**src/rtl/reg_bus_sequencer_pkg.sv**
```systemverilog
// Shared types, defaults and helpers for the register bus sequencer.
package reg_bus_sequencer_pkg;

  localparam int unsigned DEF_NUM_REGS = 8;
  localparam int unsigned DEF_ID_WIDTH = 3;
  localparam int unsigned DEF_NUM_REQ  = 2;

  typedef enum logic [1:0] {
    ST_IDLE  = 2'd0,
    ST_SETUP = 2'd1,
    ST_XFER  = 2'd2,
    ST_DONE  = 2'd3
  } seq_state_e;

  // A move is legal when it names two distinct, existing registers.
  function automatic logic move_legal(input int unsigned s, input int unsigned d,
                                      input int unsigned num_regs);
    return (s != d) && (s < num_regs) && (d < num_regs);
  endfunction

endpackage

```
**src/rtl/reg_bus_sequencer_if.sv**
```systemverilog
// Requester handshake plus register-bank strobes of the bus sequencer.
interface reg_bus_sequencer_if
  import reg_bus_sequencer_pkg::*;
#(
  parameter int unsigned NUM_REQ  = DEF_NUM_REQ,
  parameter int unsigned NUM_REGS = DEF_NUM_REGS,
  parameter int unsigned ID_WIDTH = DEF_ID_WIDTH
);

  logic [NUM_REQ-1:0]          req;
  logic [NUM_REQ*ID_WIDTH-1:0] src;
  logic [NUM_REQ*ID_WIDTH-1:0] dst;
  logic [NUM_REQ-1:0]          ack;
  logic [NUM_REQ-1:0]          err;
  logic [NUM_REQ-1:0]          grant;
  logic                        busy;
  logic [NUM_REGS-1:0]         reg_cs;
  logic [NUM_REGS-1:0]         reg_we;
  logic [NUM_REGS-1:0]         reg_oe;

  modport master (
    output req, src, dst,
    input  ack, err, grant, busy, reg_cs, reg_we, reg_oe
  );

  modport slave (
    input  req, src, dst,
    output ack, err, grant, busy, reg_cs, reg_we, reg_oe
  );

endinterface

```
**src/rtl/reg_bus_sequencer_rr_arbiter.sv**
```systemverilog
// Combinational round-robin pick: first requester at or after pointer wins.
module rr_arbiter #(
  parameter int unsigned NUM_REQ = 2,
  parameter int unsigned PTR_W   = $clog2(NUM_REQ)
) (
  input  logic               en,
  input  logic [NUM_REQ-1:0] req,
  input  logic [PTR_W-1:0]   pointer,
  output logic [NUM_REQ-1:0] winner
);

  logic [PTR_W:0] idx;
  logic           found;

  // Walk the requesters from pointer, wrapping modulo NUM_REQ.
  always_comb begin
    winner = '0;
    found  = 1'b0;
    idx    = '0;
    for (int unsigned i = 0; i < NUM_REQ; i++) begin
      idx = {1'b0, pointer} + (PTR_W+1)'(i);
      if (idx >= (PTR_W+1)'(NUM_REQ)) idx = idx - (PTR_W+1)'(NUM_REQ);
      if (en && !found && req[idx[PTR_W-1:0]]) begin
        winner[idx[PTR_W-1:0]] = 1'b1;
        found                  = 1'b1;
      end
    end
  end

endmodule

```
**src/rtl/reg_bus_sequencer.sv**
```systemverilog
// Arbitrates register-to-register moves and drives the CS/WE/OE strobe pattern.
module reg_bus_sequencer
  import reg_bus_sequencer_pkg::*;
#(
  parameter int unsigned NUM_REGS = DEF_NUM_REGS,
  parameter int unsigned ID_WIDTH = DEF_ID_WIDTH,
  parameter int unsigned NUM_REQ  = DEF_NUM_REQ
) (
  input logic                clk,
  input logic                reset,
  reg_bus_sequencer_if.slave bus
);

  localparam int unsigned PTR_W = $clog2(NUM_REQ);

  seq_state_e          state;
  logic [PTR_W-1:0]    ptr;
  logic [ID_WIDTH-1:0] src_q;
  logic [ID_WIDTH-1:0] dst_q;

  logic [NUM_REQ-1:0]  win;
  logic [PTR_W-1:0]    win_idx;
  logic [PTR_W:0]      win_inc;
  logic [PTR_W-1:0]    ptr_next;
  logic [ID_WIDTH-1:0] win_src;
  logic [ID_WIDTH-1:0] win_dst;
  logic                win_legal;
  logic [NUM_REGS-1:0] win_src_oh;
  logic [NUM_REGS-1:0] src_oh;
  logic [NUM_REGS-1:0] dst_oh;

  rr_arbiter #(
    .NUM_REQ (NUM_REQ),
    .PTR_W   (PTR_W)
  ) u_arb (
    .en      (state == ST_IDLE),
    .req     (bus.req),
    .pointer (ptr),
    .winner  (win)
  );

  // Winner index, its ids, legality and the rotated pointer.
  always_comb begin
    win_idx = '0;
    win_src = '0;
    win_dst = '0;
    for (int unsigned k = 0; k < NUM_REQ; k++) begin
      if (win[k]) begin
        win_idx = PTR_W'(k);
        win_src = bus.src[k*ID_WIDTH +: ID_WIDTH];
        win_dst = bus.dst[k*ID_WIDTH +: ID_WIDTH];
      end
    end
    win_inc   = {1'b0, win_idx} + (PTR_W+1)'(1);
    ptr_next  = (win_inc >= (PTR_W+1)'(NUM_REQ)) ? '0 : win_inc[PTR_W-1:0];
    win_legal = move_legal(32'(win_src), 32'(win_dst), NUM_REGS);
  end

  // Register id to one-hot strobe decoders.
  always_comb begin
    win_src_oh = '0;
    src_oh     = '0;
    dst_oh     = '0;
    for (int unsigned r = 0; r < NUM_REGS; r++) begin
      win_src_oh[r] = (32'(win_src) == r);
      src_oh[r]     = (32'(src_q) == r);
      dst_oh[r]     = (32'(dst_q) == r);
    end
  end

  // Move sequencer: state, pointer, latched ids and all registered outputs.
  always_ff @(posedge clk or negedge reset) begin
    if (!reset) begin
      state      <= ST_IDLE;
      ptr        <= '0;
      src_q      <= '0;
      dst_q      <= '0;
      bus.ack    <= '0;
      bus.err    <= '0;
      bus.grant  <= '0;
      bus.busy   <= 1'b0;
      bus.reg_cs <= '0;
      bus.reg_we <= '0;
      bus.reg_oe <= '0;
    end else begin
      bus.ack <= '0;
      bus.err <= '0;
      case (state)
        ST_IDLE: begin
          if (|win) begin
            src_q     <= win_src;
            dst_q     <= win_dst;
            bus.grant <= win;
            ptr       <= ptr_next;
            bus.busy  <= 1'b1;
            if (win_legal) begin
              state      <= ST_SETUP;
              bus.reg_cs <= win_src_oh;
              bus.reg_oe <= win_src_oh;
            end else begin
              // Rejected moves skip the bus entirely and report at once.
              state   <= ST_DONE;
              bus.ack <= win;
              bus.err <= win;
            end
          end
        end
        ST_SETUP: begin
          state      <= ST_XFER;
          bus.reg_cs <= src_oh | dst_oh;
          bus.reg_oe <= src_oh;
          bus.reg_we <= dst_oh;
        end
        ST_XFER: begin
          state      <= ST_DONE;
          bus.reg_cs <= '0;
          bus.reg_oe <= '0;
          bus.reg_we <= '0;
          bus.ack    <= bus.grant;
        end
        ST_DONE: begin
          state     <= ST_IDLE;
          bus.grant <= '0;
          bus.busy  <= 1'b0;
        end
        default: state <= ST_IDLE;
      endcase
    end
  end

endmodule

```
**src/flat_wrapper.sv**
```systemverilog
// flat-port wrapper written by rule: the top's interface ports become plain ports
module reg_bus_sequencer_flat import reg_bus_sequencer_pkg::*;
#(
  parameter int unsigned NUM_REGS = DEF_NUM_REGS,
  parameter int unsigned ID_WIDTH = DEF_ID_WIDTH,
  parameter int unsigned NUM_REQ  = DEF_NUM_REQ
)
  (clk, reset, bus_req, bus_src, bus_dst, bus_ack, bus_err, bus_grant, bus_busy, bus_reg_cs, bus_reg_we, bus_reg_oe);
  reg_bus_sequencer_if #(.NUM_REQ(NUM_REQ), .NUM_REGS(NUM_REGS), .ID_WIDTH(ID_WIDTH)) bus_i ();
  input logic clk;
  input logic reset;
  input wire logic [$bits(bus_i.req)-1:0] bus_req;
  input wire logic [$bits(bus_i.src)-1:0] bus_src;
  input wire logic [$bits(bus_i.dst)-1:0] bus_dst;
  output wire logic [$bits(bus_i.ack)-1:0] bus_ack;
  output wire logic [$bits(bus_i.err)-1:0] bus_err;
  output wire logic [$bits(bus_i.grant)-1:0] bus_grant;
  output wire logic [$bits(bus_i.busy)-1:0] bus_busy;
  output wire logic [$bits(bus_i.reg_cs)-1:0] bus_reg_cs;
  output wire logic [$bits(bus_i.reg_we)-1:0] bus_reg_we;
  output wire logic [$bits(bus_i.reg_oe)-1:0] bus_reg_oe;
  assign bus_i.req = bus_req;
  assign bus_i.src = bus_src;
  assign bus_i.dst = bus_dst;
  assign bus_ack = bus_i.ack;
  assign bus_err = bus_i.err;
  assign bus_grant = bus_i.grant;
  assign bus_busy = bus_i.busy;
  assign bus_reg_cs = bus_i.reg_cs;
  assign bus_reg_we = bus_i.reg_we;
  assign bus_reg_oe = bus_i.reg_oe;
  reg_bus_sequencer #(.NUM_REGS(NUM_REGS), .ID_WIDTH(ID_WIDTH), .NUM_REQ(NUM_REQ)) u_core (.clk(clk), .reset(reset), .bus(bus_i));
endmodule
```
**config.mk**
```make
export PLATFORM = sky130hd
export DESIGN_NAME = reg_bus_sequencer_flat
export DESIGN_NICKNAME = d
export VERILOG_FILES = /design/src/rtl/reg_bus_sequencer_pkg.sv /design/src/rtl/reg_bus_sequencer_if.sv /design/src/rtl/reg_bus_sequencer_rr_arbiter.sv /design/src/rtl/reg_bus_sequencer.sv /design/src/flat_wrapper.sv
export SDC_FILE = /design/constraint.sdc
export NUM_CORES = 1
export LEC_CHECK = 0
export CORE_ASPECT_RATIO = 0.9
export CORE_UTILIZATION = 30
export CTS_CLUSTER_DIAMETER = 200
export DETAILED_ROUTE_END_ITERATION = 8
export DONT_BUFFER_PORTS = 1
export PLACE_DENSITY = 0.52
export SETUP_SLACK_MARGIN = 0.1
export SLEW_MARGIN = 20
export SYNTH_ARGS = -nofsm -noshare
export SYNTH_HDL_FRONTEND = slang
export SYNTH_SLANG_ARGS = --single-unit
export TNS_END_PERCENT = 50
```
**constraint.sdc**
```tcl
create_clock -name clk -period 3.3 [get_ports clk]
set_input_delay 0.165 -clock clk [delete_from_list [all_inputs] [get_ports clk]]
set_output_delay 0.165 -clock clk [all_outputs]
set_load 0.01 [all_outputs]
```
# [Yosys cells after proc, flatten, opt, wreduce, memory -nomap -nowiden]
# Index checks and enable logic that the tools add are counted.
[word_totals] register_bits=40
[classes] add_sub_neg=4 magnitude_cmp=7 n_eq_ne=27 muxes=35 n_bitwise=2 n_reduce_logical=17
[op_table] cell="one-hot mux 8 bit (3 select lines)" count=2
[op_table] cell="equality test 3 bit (second input constant)" count=12
[op_table] cell="equality test 3 x 2 -> 1 bit (second input constant)" count=6
[op_table] cell="two-way mux 2 bit" count=8
[op_table] cell="two-way mux 8 bit" count=2
[op_table] cell="one-hot mux 8 bit (2 select lines)" count=1
[op_table] cell="two-way mux 1 bit" count=12
[op_table] cell="two-way mux 3 bit" count=4
[op_table] cell="equality test 3 x 1 -> 1 bit (second input constant)" count=3
[op_table] cell="logical NOT 3 bit" count=3
[op_table] cell="OR 8 bit" count=1
[op_table] cell="one-hot mux 2 bit (2 select lines)" count=2
[op_table] cell="one-hot mux 2 bit (4 select lines)" count=1
[op_table] cell="logical AND 1 bit" count=5
[op_table] cell="adder 1 x 1 -> 2 bit (second input constant)" count=2
[op_table] cell="equality test 2 bit (second input constant)" count=2
[op_table] cell=">= comparator 2 bit (second input constant)" count=2
[op_table] cell="less-than comparator 1 x 2 -> 1 bit (second input constant)" count=2
[op_table] cell="inequality test 2 x 1 -> 1 bit (second input constant)" count=2
[op_table] cell="AND reduction 2 bit" count=2
[op_table] cell="nonzero test 2 bit" count=2
[op_table] cell="inequality test 3 bit" count=1
[op_table] cell="AND reduction 3 bit" count=1
[op_table] cell="nonzero test 3 bit" count=1
[op_table] cell="10 further kinds" count=13

# [Longest topological paths before layout]
# Gate-level depths: netlist (run 1).
[depth] depth_word=16 ltp_mapped=9 ltp_nobuf=7

# [Cells and area by module]
# A second synthesis (run 1) with hierarchy kept.
[hier_totals] cells_unflattened=227 area_unflattened_um2=2203.4
[modules_own_cells] module="reg_bus_sequencer" instances=1 cells_per_inst=222 area_each_um2=2182.1 seq_area_each_um2=1001.0
[modules_own_cells] module="rr_arbiter" instances=1 cells_per_inst=5 area_each_um2=21.3 seq_area_each_um2=0.0

# [Least setup slack after synthesis (run 1)]
# No wires, ideal clock.
[synth_timing] path_type="register to register" from="register u_core.ptr" to="register u_core.bus.reg_cs[0]" t_arrival_ns=2.041 required_ns=3.175 path_slack_ns=1.134 path_stages_with_launch=9 period_less_slack_ns=2.166 cell_sequence="dfrtp_1 -> nand2b_1 -> buf_6 -> a32oi_2 -> xnor2_1 -> nand4b_2 -> a21oi_4 -> buf_12 -> mux2_4"
[synth_between] elab_chain_cells=16
[synth_lines] item="start, declared" line_no="reg_bus_sequencer.sv:17" rtl="logic [PTR_W-1:0] ptr;"
[synth_lines] item="start signal, assigned" line_no="reg_bus_sequencer.sv:94" rtl="ptr <= ptr_next;"
[synth_lines] item="parallel branches: the longest is 9 deep, another holds adder 1 x 1 -> 2 bit"
[synth_lines] item="two-way mux 2 bit (*)" line_no="reg_bus_sequencer_rr_arbiter.sv:23" rtl="if (en && !found && req[idx[PTR_W-1:0]]) begin"
[synth_lines] item="two-way mux 3 bit (2 in series)" line_no="reg_bus_sequencer.sv:48" rtl="if (win[k]) begin"
[synth_lines] item="logical NOT 3 bit" line_no="reg_bus_sequencer.sv:65" rtl="win_src_oh[r] = (32'(win_src) == r);"
[synth_lines] item="two-way mux 8 bit" line_no="reg_bus_sequencer.sv:96" rtl="if (win_legal) begin"
[synth_lines] item="two-way mux 8 bit" line_no="reg_bus_sequencer.sv:90" rtl="if (|win) begin"
[synth_lines] item="one-hot mux 8 bit (3 select lines)" line_no="reg_bus_sequencer.sv:88" rtl="case (state)"
[synth_lines] item="end signal, assigned" line_no="reg_bus_sequencer.sv:98" rtl="bus.reg_cs <= win_src_oh;"
[synth_lines] item="end signal, assigned" line_no="reg_bus_sequencer.sv:110" rtl="bus.reg_cs <= src_oh | dst_oh;"
[synth_lines] item="end, declared" line_no="reg_bus_sequencer_if.sv:28" rtl="output ack, err, grant, busy, reg_cs, reg_we, reg_oe"
# Every way passes the cells marked *. The select of a mux whose other input is x is not followed.
# A chain may end at the register's enable or synchronous reset.

# [Worst setup path after layout (run 1)]
[layout_timing] from="register u_core.ptr" to="register u_core.bus.reg_oe[3]"
[layout_between] elab_chain_cells=16
[layout_lines] item="parallel branches: the longest is 9 deep, another holds adder 1 x 1 -> 2 bit"
[layout_lines] item="two-way mux 2 bit (*)" line_no="reg_bus_sequencer_rr_arbiter.sv:23"
[layout_lines] item="two-way mux 3 bit (2 in series)" line_no="reg_bus_sequencer.sv:48"
[layout_lines] item="equality test 3 x 2 -> 1 bit" line_no="reg_bus_sequencer.sv:65"
[layout_lines] item="two-way mux 8 bit" line_no="reg_bus_sequencer.sv:96"
[layout_lines] item="two-way mux 8 bit" line_no="reg_bus_sequencer.sv:90"
[layout_lines] item="one-hot mux 8 bit (3 select lines)" line_no="reg_bus_sequencer.sv:88"
[layout_lines] item="end signal, assigned" line_no="reg_bus_sequencer.sv:99" rtl="bus.reg_oe <= win_src_oh;"
[layout_lines] item="end signal, assigned" line_no="reg_bus_sequencer.sv:111" rtl="bus.reg_oe <= src_oh;"
[layout_lines] item="end, declared" line_no="reg_bus_sequencer_if.sv:28"
# Marks and branches as above.

==> results of run 1 <==
==> cell families (layout without fill, tap and decap cells) <==
kind of cell / Yosys count / count (layout) / share of synthesized area
adder cells (fa/ha/maj): 4 / 4 / 0.0232
AND/OR/NAND/NOR: 69 / 69 / 0.153
buffers and inverters: 29 / 31 / 0.0632
AO/OA/AOI/OAI: 57 / 57 / 0.189
XOR/XNOR: 2 / 2 / 0.0116
flip-flops: 40 / 40 / 0.464
multiplexers: 16 / 16 / 0.0963
==> sequential cells by signal, indices dropped and copies added (netlist names) <==
name and cells:
u_core.state 2, u_core.bus.busy 1, u_core.bus.err 2, u_core.src_q 3, u_core.dst_q 3, u_core.bus.reg_oe 8
u_core.bus.reg_cs 8, u_core.bus.reg_we 8, u_core.bus.grant 2, u_core.bus.ack 2, u_core.ptr 1
==> layout by cell type (no fill, tap or decap), drive strengths merged, types with 5 or more instances in the layout <==
cell	count
a21oi	5
nor2	16
a32oi	5
o21ai	28
nand2	23
mux2	14
dfrtp	40
inv	16
buf	5
nand3	14
clkbuf	8
==> through the flow <==
step,total power [mW],setup WS (ns),hold slack [ns],utilization
after floorplan,1.70,1.13,-0.131,-
after global placement,1.91,0.745,-0.130,0.329
after detailed placement,1.92,0.619,-0.130,0.329
after CTS,2.28,0.600,0.0484,0.348
after global routing,2.45,0.420,0.0635,0.348
final,2.25,0.599,0.0445,0.348
==> critical path: stages, from the launching register on <==
cell,delay (ns)
dfrtp_1,0.44
nand2b_1,0.35
a32oi_2,0.44
xnor2_1,0.21
nand4b_2,0.17
a21oi_4,0.56
mux2_2,0.41
==> routing by layer <==
metal	vias to the layer above	GRT usage	routed length, um
met5	-	0	0
met3	7	0.0531	413
met1	750	0.216	2580
met4	0	0.0429	68
met2	54	0.205	2090
li1	770	-	-
==> power groups by stage <==
stage          Clock [mW]  Sequential (mW)  Combinational, mW
2_1_floorplan           0            0.839              0.861
3_3_place_gp            0            0.909              0.997
3_5_place_dp            0            0.917               1.00
4_1_cts             0.347            0.906               1.02
5_1_grt             0.375            0.931               1.14
6_report            0.336            0.901               1.02
==> layout make-up <==
| cell class | instances | share of cell area |
|---|---|---|
| Multi-Input combinational cell | 148 | 0.433 |
| Timing Repair Buffer | 7 | 0.0298 |
| Tap cell | 90 | 0.0478 |
| Clock buffer | 8 | 0.0383 |
| Sequential cell | 40 | 0.425 |
| Inverter | 16 | 0.0255 |
==> what timing repair did <==
item,in CTS,in global routing
endpoints found under the hold margin,41,0
setup endpoints to repair,0,0
resized for setup,0,0
hold buffers,3,0
==> how the worst max path moves through the flow <==
stage / start / end / slack [ns] / cells past startpoint
after floorplan: u_core.ptr / u_core.bus.reg_cs[0] / 1.13 / 8
after global placement: u_core.ptr / u_core.bus.reg_oe[4] / 0.74 / 6
after detailed placement: u_core.ptr / u_core.bus.reg_oe[3] / 0.62 / 6
after CTS: u_core.ptr / u_core.bus.reg_oe[3] / 0.60 / 6
after global routing: u_core.ptr / u_core.bus.reg_oe[3] / 0.42 / 6
final: u_core.ptr / u_core.bus.reg_oe[3] / 0.60 / 6
==> results.yml, run 1 <==
grt:
  grt_pass1_wl_mm: 8.62
  antenna_found_initial: 0
  grt_start_max_net_pins: 41
  groute.usage.overall: 0.149
  grt_overflow: 0
  grt_pass1_vias: 1584
placement:
  gp_congestion: 0.894
  dp_hpwl_mm: 3.77
  dp.cells: 298
  io_buffers: 0
  place_area_um2: 2220
finish:
  regArea_um2: 1000
  fillers: 695
  drive_above_1_share: 0.155
  final_area_um2: 2350
  area_delta_synth_final_pct: 9.11
  num_antenna_cells: 0
  multiInputGateArea_um2: 1020
  instances_no_fill: 309
  nNetsFinal: 238
min_path:
  min_path_cells: 2
  whs_endpoint: "u_core.bus.err[1]"
  worstHoldStart: "bus_req[1]"
  hp-class: "in -> reg"
sta:
  finalMaxSlewViolations: 0
  setup_violations: 0
  finalCritPeriodShare: 0.819
  max_clock_freq_mhz: 370
  rsz0062_at_grt: "false"
  tns_ns: 0
  relSlewSlack: 0.568
  finalCriticalPeriod_ns: 2.70
  worst_pin_slew_ns: 0.647
  hold_viol_final: 0
  skew_ns: 0.00833
logic_synthesis:
  synthCells: 217
  yosys-top-cells-area: "dfrtp_1 (46%), o21ai_0 (6.5%), mux2_4 (5.6%)"
  synth_edf_count: 0
  synth.most_common_cell: "dfrtp_1"
  synth_top_cell_by_area: "dfrtp_1"
  synth_cell_types: 43
  synth_nets: 237
  syn_area_um2: 2160
  ys_seq_elements: 40
  synth.avg_cell_area_um2: 9.94
  ys_warn_count: 0
  synth-main-ff-cell: "dfrtp_1"
  yosys.area.top_type_share: 0.464
  yosysSeqAreaShare: 0.464
  synth_commonest_cells: "dfrtp_1 (40), o21ai_0 (28), nand2_1 (23), inv_1 (16), nor2_1 (16)"
  ys_async_sr_fraction: 1.00
clock_tree:
  cts_tree: "built"
  clk_path_buf_depth: 2
  insertion_delay_ns: 0.29
  cts_root_buffer: "clkbuf_8"
  post_cts_buffers: 0
  cts_max_level: 2
  cts_buffers: 5
  clk_pin_slew_ns: 0.08
  numClockSinks: 40
detailed_routing:
  vias_per_cell: 5.12
  remaining_drc_errors: 0
  wl_mm: 5.15
  routedWlPerCell_um: 16.7
  drt_iter0_drc: 110
  drtAntennaViolNets: 0
  dr_total_vias: 1581
  firstDrtPassIters: 4
setup_path:
  worstReg2RegStart: "u_core.ptr"
  arrival_ns: 2.87
  r2r-end: "u_core.bus.reg_oe[3]"
  required_ns: 3.47
  reg2reg_depth: 6
  timing.reg2reg.setup_slack_ns: 0.60
  startpoint_type: "register"
  cp-end-kind: "register"
  worstSetupPathType: "reg -> reg"
  cp_max_fo: 16
floorplan:
  fp.dieW_um: 91.4
  die_area_um2: 7530
  row_count: 28
  start_util: 0.319
  ios: 47
  coreArea_um2: 6760
  fp.dieH_um: 82.4
status:
  status: "complete, no violations"
power:
  powerDensity_nw_per_um2: 958
  seqPwrFrac: 0.400
  switching_share: 0.447
  cellLeakagePower_nw: 1.03
  p_int_mw: 1.25
  p_sw_mw: 1.01
  p_comb_frac: 0.451
  clock_power_share: 0.149
  vdd_drop_max_uv: 336
flow_run:
  drv_cap: 0
Note: power is estimated with default switching activity, not from simulation.
==> inputs of run 2 (changes only) <==
==> constraint.sdc (replaced) <==
create_clock -name clk -period 2.7 [get_ports clk]
set_input_delay 0.135 -clock clk [delete_from_list [all_inputs] [get_ports clk]]
set_output_delay 0.135 -clock clk [all_outputs]
set_load 0.01 [all_outputs]
==> results.yml, run 2 (synthesis gave the netlist of run 1 again) <==
setup_path:
  reg2reg_depth: 7
  arrival_ns: 2.59
  cp-end-kind: "register"
  required_ns: 2.88
  startpoint_type: "register"
  cp_max_fo: 16
  r2r-end: "u_core.bus.reg_oe[1]"
  timing.reg2reg.setup_slack_ns: 0.29
  worstSetupPathType: "reg -> reg"
  worstReg2RegStart: "u_core.ptr"
placement:
  gp_congestion: 0.791
  io_buffers: 0
  dp_hpwl_mm: 3.74
  dp.cells: 299
  place_area_um2: 2240
min_path:
  min_path_cells: 2
  whs_endpoint: "u_core.bus.err[1]"
  worstHoldStart: "bus_req[1]"
  hp-class: "in -> reg"
floorplan:
  row_count: 28
  start_util: 0.319
  ios: 47
  die_area_um2: 7530
  fp.dieH_um: 82.4
  coreArea_um2: 6760
  fp.dieW_um: 91.4
sta:
  hold_viol_final: 0
  finalCritPeriodShare: 0.891
  worst_pin_slew_ns: 0.450
  skew_ns: 0.00542
  tns_ns: 0
  setup_violations: 0
  finalMaxSlewViolations: 0
  max_clock_freq_mhz: 416
  rsz0062_at_grt: "false"
  relSlewSlack: 0.700
  finalCriticalPeriod_ns: 2.41
detailed_routing:
  routedWlPerCell_um: 16.7
  wl_mm: 5.17
  drtAntennaViolNets: 0
  drt_iter0_drc: 125
  vias_per_cell: 5.13
  firstDrtPassIters: 4
  remaining_drc_errors: 0
  dr_total_vias: 1590
status:
  status: "complete, no violations"
clock_tree:
  cts_root_buffer: "clkbuf_8"
  numClockSinks: 40
  post_cts_buffers: 0
  cts_buffers: 5
  ctsResizeCount: 0
  clk_pin_slew_ns: 0.08
  insertion_delay_ns: 0.29
  clk_path_buf_depth: 2
  cts_tree: "built"
  cts_max_level: 2
grt:
  grt_pass1_vias: 1576
  groute.usage.overall: 0.148
  antenna_found_initial: 0
  grt_pass1_wl_mm: 8.51
  grt_overflow: 0
  grt_start_max_net_pins: 41
finish:
  final_area_um2: 2370
  area_delta_synth_final_pct: 10.0
  layout_common_cells: "dfrtp_1 (40), o21ai_0 (28), nand2_1 (23), inv_1 (16), nor2_1 (16)"
  drive_above_1_share: 0.159
  top_regs: "u_core.bus.reg_cs: 8 flops, u_core.bus.reg_oe: 8 flops, u_core.bus.reg_we: 8 flops"
  num_antenna_cells: 0
  finalCoreUtilization: 0.351
  nNetsFinal: 239
  final_common_cell: "dfrtp_1"
  instances_no_fill: 310
power:
  powerDensity_nw_per_um2: 1180
  cellLeakagePower_nw: 1.04
  vdd_drop_max_uv: 516
flow_run:
  drv_cap: 0
run 2: repair_timing:
action                                 in CTS  in global routing
endpoints found under the hold margin      41                  0
hold buffers                                3                  0
setup endpoints to repair                   0                  0
run 2: worst max-delay path: stages, from the launching register on:
cell	delay (ns)
dfrtp_1	0.43
nand2b_1	0.35
a32oi_1	0.49
xnor2_2	0.17
nand4b_2	0.15
a21oi_4	0.17
buf_12	0.18
mux2_2	0.34
run 2: cell type report:
cell class	instances	area (um^2)
fill	687	4390
tap	90	113
sequential	40	1000
timing repair buffer	8	90.1
inverter	16	60.1
multi-input combinational	148	1020
clock buffer	8	90.1
run 2: stage by stage:
step,setup slack [ns],hold slack (ns),power [mW]
after floorplan,0.534,-0.161,2.08
after global placement,0.385,-0.160,2.38
after detailed placement,0.335,-0.160,2.39
after CTS,0.301,0.0182,2.84
after global routing,0.118,0.0333,3.05
final,0.294,0.0130,2.81
run 2: worst max path at each step:
stage	depth (start not counted)	slack, ns	end	from
2_1_floorplan	8	0.53	u_core.bus.reg_cs[0]	u_core.ptr
3_3_place_gp	7	0.39	u_core.bus.reg_oe[4]	u_core.ptr
3_5_place_dp	7	0.34	u_core.bus.reg_oe[3]	u_core.ptr
4_1_cts	7	0.30	u_core.bus.reg_oe[3]	u_core.ptr
5_1_grt	7	0.12	u_core.bus.reg_oe[3]	u_core.ptr
6_report	7	0.29	u_core.bus.reg_oe[1]	u_core.ptr
run 2: routing by layer:
metal | wire (um) | part of all wire | global-route usage
met2 | 2130 | 0.41 | 0.211
met1 | 2500 | 0.48 | 0.206
met3 | 462 | 0.089 | 0.0513
met5 | 0 | 0 | 0
met4 | 81 | 0.016 | 0.0540
run 2: report_power, final:
group          internal, mW  switching [mW]  total, mW  leakage (nW)
Clock                 0.209           0.213      0.422        0.0455
Sequential            0.819           0.274       1.09         0.528
Combinational         0.539           0.756       1.29         0.465
Total                  1.57            1.24       2.81          1.04
==> inputs of run 3 (changes only) <==
--- a/config.mk
+++ b/config.mk
@@ -11,6 +11,7 @@
 export DETAILED_ROUTE_END_ITERATION = 8
 export DONT_BUFFER_PORTS = 1
 export PLACE_DENSITY = 0.52
+export REMOVE_ABC_BUFFERS = 1
 export SETUP_SLACK_MARGIN = 0.1
 export SLEW_MARGIN = 20
 export SYNTH_ARGS = -nofsm -noshare
==> results.yml, run 3 (synthesis gave the netlist of run 1 again) <==
grt:
  grt_overflow: 0
  groute.usage.overall: 0.137
  grt_pass1_wl_mm: 7.89
  grt_pass1_vias: 1470
  antenna_found_initial: 0
  grt_start_max_net_pins: 41
power:
  vdd_drop_max_uv: 461
  powerDensity_nw_per_um2: 1170
  cellLeakagePower_nw: 1.03
clock_tree:
  post_cts_buffers: 0
  cts_tree: "built"
  clk_pin_slew_ns: 0.08
  cts_buffers: 5
  cts_root_buffer: "clkbuf_8"
  clk_path_buf_depth: 2
  cts_max_level: 2
  insertion_delay_ns: 0.29
  numClockSinks: 40
detailed_routing:
  remaining_drc_errors: 0
  vias_per_cell: 5.10
  routedWlPerCell_um: 15.7
  drtAntennaViolNets: 0
  firstDrtPassIters: 4
  drt_iter0_drc: 109
  wl_mm: 4.85
  dr_total_vias: 1575
placement:
  dp_hpwl_mm: 3.47
  gp_congestion: 0.820
  io_buffers: 0
floorplan:
  coreArea_um2: 6760
  row_count: 28
  start_util: 0.319
  ios: 47
  fp.dieW_um: 91.4
  fp.dieH_um: 82.4
  die_area_um2: 7530
finish:
  finalCoreUtilization: 0.350
  final_common_cell: "dfrtp_1"
  nNetsFinal: 239
  area_delta_synth_final_pct: 9.63
  layout_common_cells: "dfrtp_1 (40), o21ai_0 (28), nand2_1 (23), inv_1 (16), nor2_1 (16)"
  drive_above_1_share: 0.164
  num_antenna_cells: 0
  top_regs: "u_core.bus.reg_cs: 8 flops, u_core.bus.reg_oe: 8 flops, u_core.bus.reg_we: 8 flops"
setup_path:
  arrival_ns: 2.52
  cp_max_fo: 16
  crit_buf_inv: 1
  startpoint_type: "register"
  slowest_delay_ns: 0.43
  cp-end-kind: "register"
  worstSetupPathType: "reg -> reg"
  path_cells: "nand2b_1 > a32oi_2 > xnor2_1 > nand4b_2 > a21oi_4 > buf_12 > mux2_2"
  required_ns: 2.88
  cp_slowest_cell: "dfrtp_1"
  crit_family: "compound AO/OA/AOI/OAI gates"
sta:
  relSlewSlack: 0.704
  worst_pin_slew_ns: 0.440
  skew_ns: 0.0111
  finalCriticalPeriod_ns: 2.33
  finalCritPeriodShare: 0.864
  hold_viol_final: 0
  tns_ns: 0
  finalMaxSlewViolations: 0
  setup_violations: 0
  max_clock_freq_mhz: 428
  rsz0062_at_grt: "false"
  holdWs_ns: 0.0238
min_path:
  hp-class: "in -> reg"
status:
  status: "complete, no violations"
flow_run:
  drv_cap: 0
run 3: through the flow:
stage / std cells / area (um^2) / setup WS (ns) / power, mW
CTS: 309 / 2360 / 0.359 / 2.81
floorplan: 204 / 2080 / 0.351 / 1.98
global placement: 299 / 2240 / 0.391 / 2.38
global route: 309 / 2360 / 0.229 / 3.00
finish: 309 / 2360 / 0.366 / 2.77
detailed placement: 299 / 2240 / 0.379 / 2.39
run 3: report_power, final:
part / switching [mW] / internal [mW]
logic: 0.755 / 0.539
clock network: 0.209 / 0.175
registers: 0.276 / 0.819
total: 1.24 / 1.53
run 3: cell type report:
| cell class | count | area (um^2) |
|---|---|---|
| fillers | 701 | 4400 |
| multi-input cells | 148 | 1020 |
| flip-flops and latches | 40 | 1000 |
| well taps | 90 | 113 |
| repair buffers | 8 | 90.1 |
| clock buffers | 5 | 68.8 |
| inverters | 16 | 60.1 |
| clock inverters | 2 | 12.5 |
run 3: path summary, 6_finish.rpt:
| path | from | to | slack (ns) | depth (start not counted) |
|---|---|---|---|---|
| max | u_core.ptr | u_core.bus.reg_oe[1] | 0.37 | 7 |
| max reg2reg | u_core.ptr | u_core.bus.reg_oe[1] | 0.37 | 7 |
| min | bus_req[1] | u_core.bus.err[1] | 0.02 | 2 |
| max in group asynchronous | reset | u_core.src_q[2] | 2.21 | 2 |
| min reg2reg | u_core.ptr | u_core.ptr | 0.57 | 1 |
| min in group asynchronous | reset | u_core.bus.reg_we[3] | 0.29 | 2 |
run 3: metal layers:
layer	global-route usage	routed length, um	up-vias	share of wire
met3	0.0421	350	2	0.072
met2	0.191	1990	60	0.41
met5	0	0	-	0
met4	0.0476	30	0	0.0062
li1	-	-	765	-
met1	0.199	2480	748	0.51
run 3: what timing repair did:
item,CTS,global route
gates resized for setup,0,0
hold buffers,3,0
hold endpoints to repair,41,0
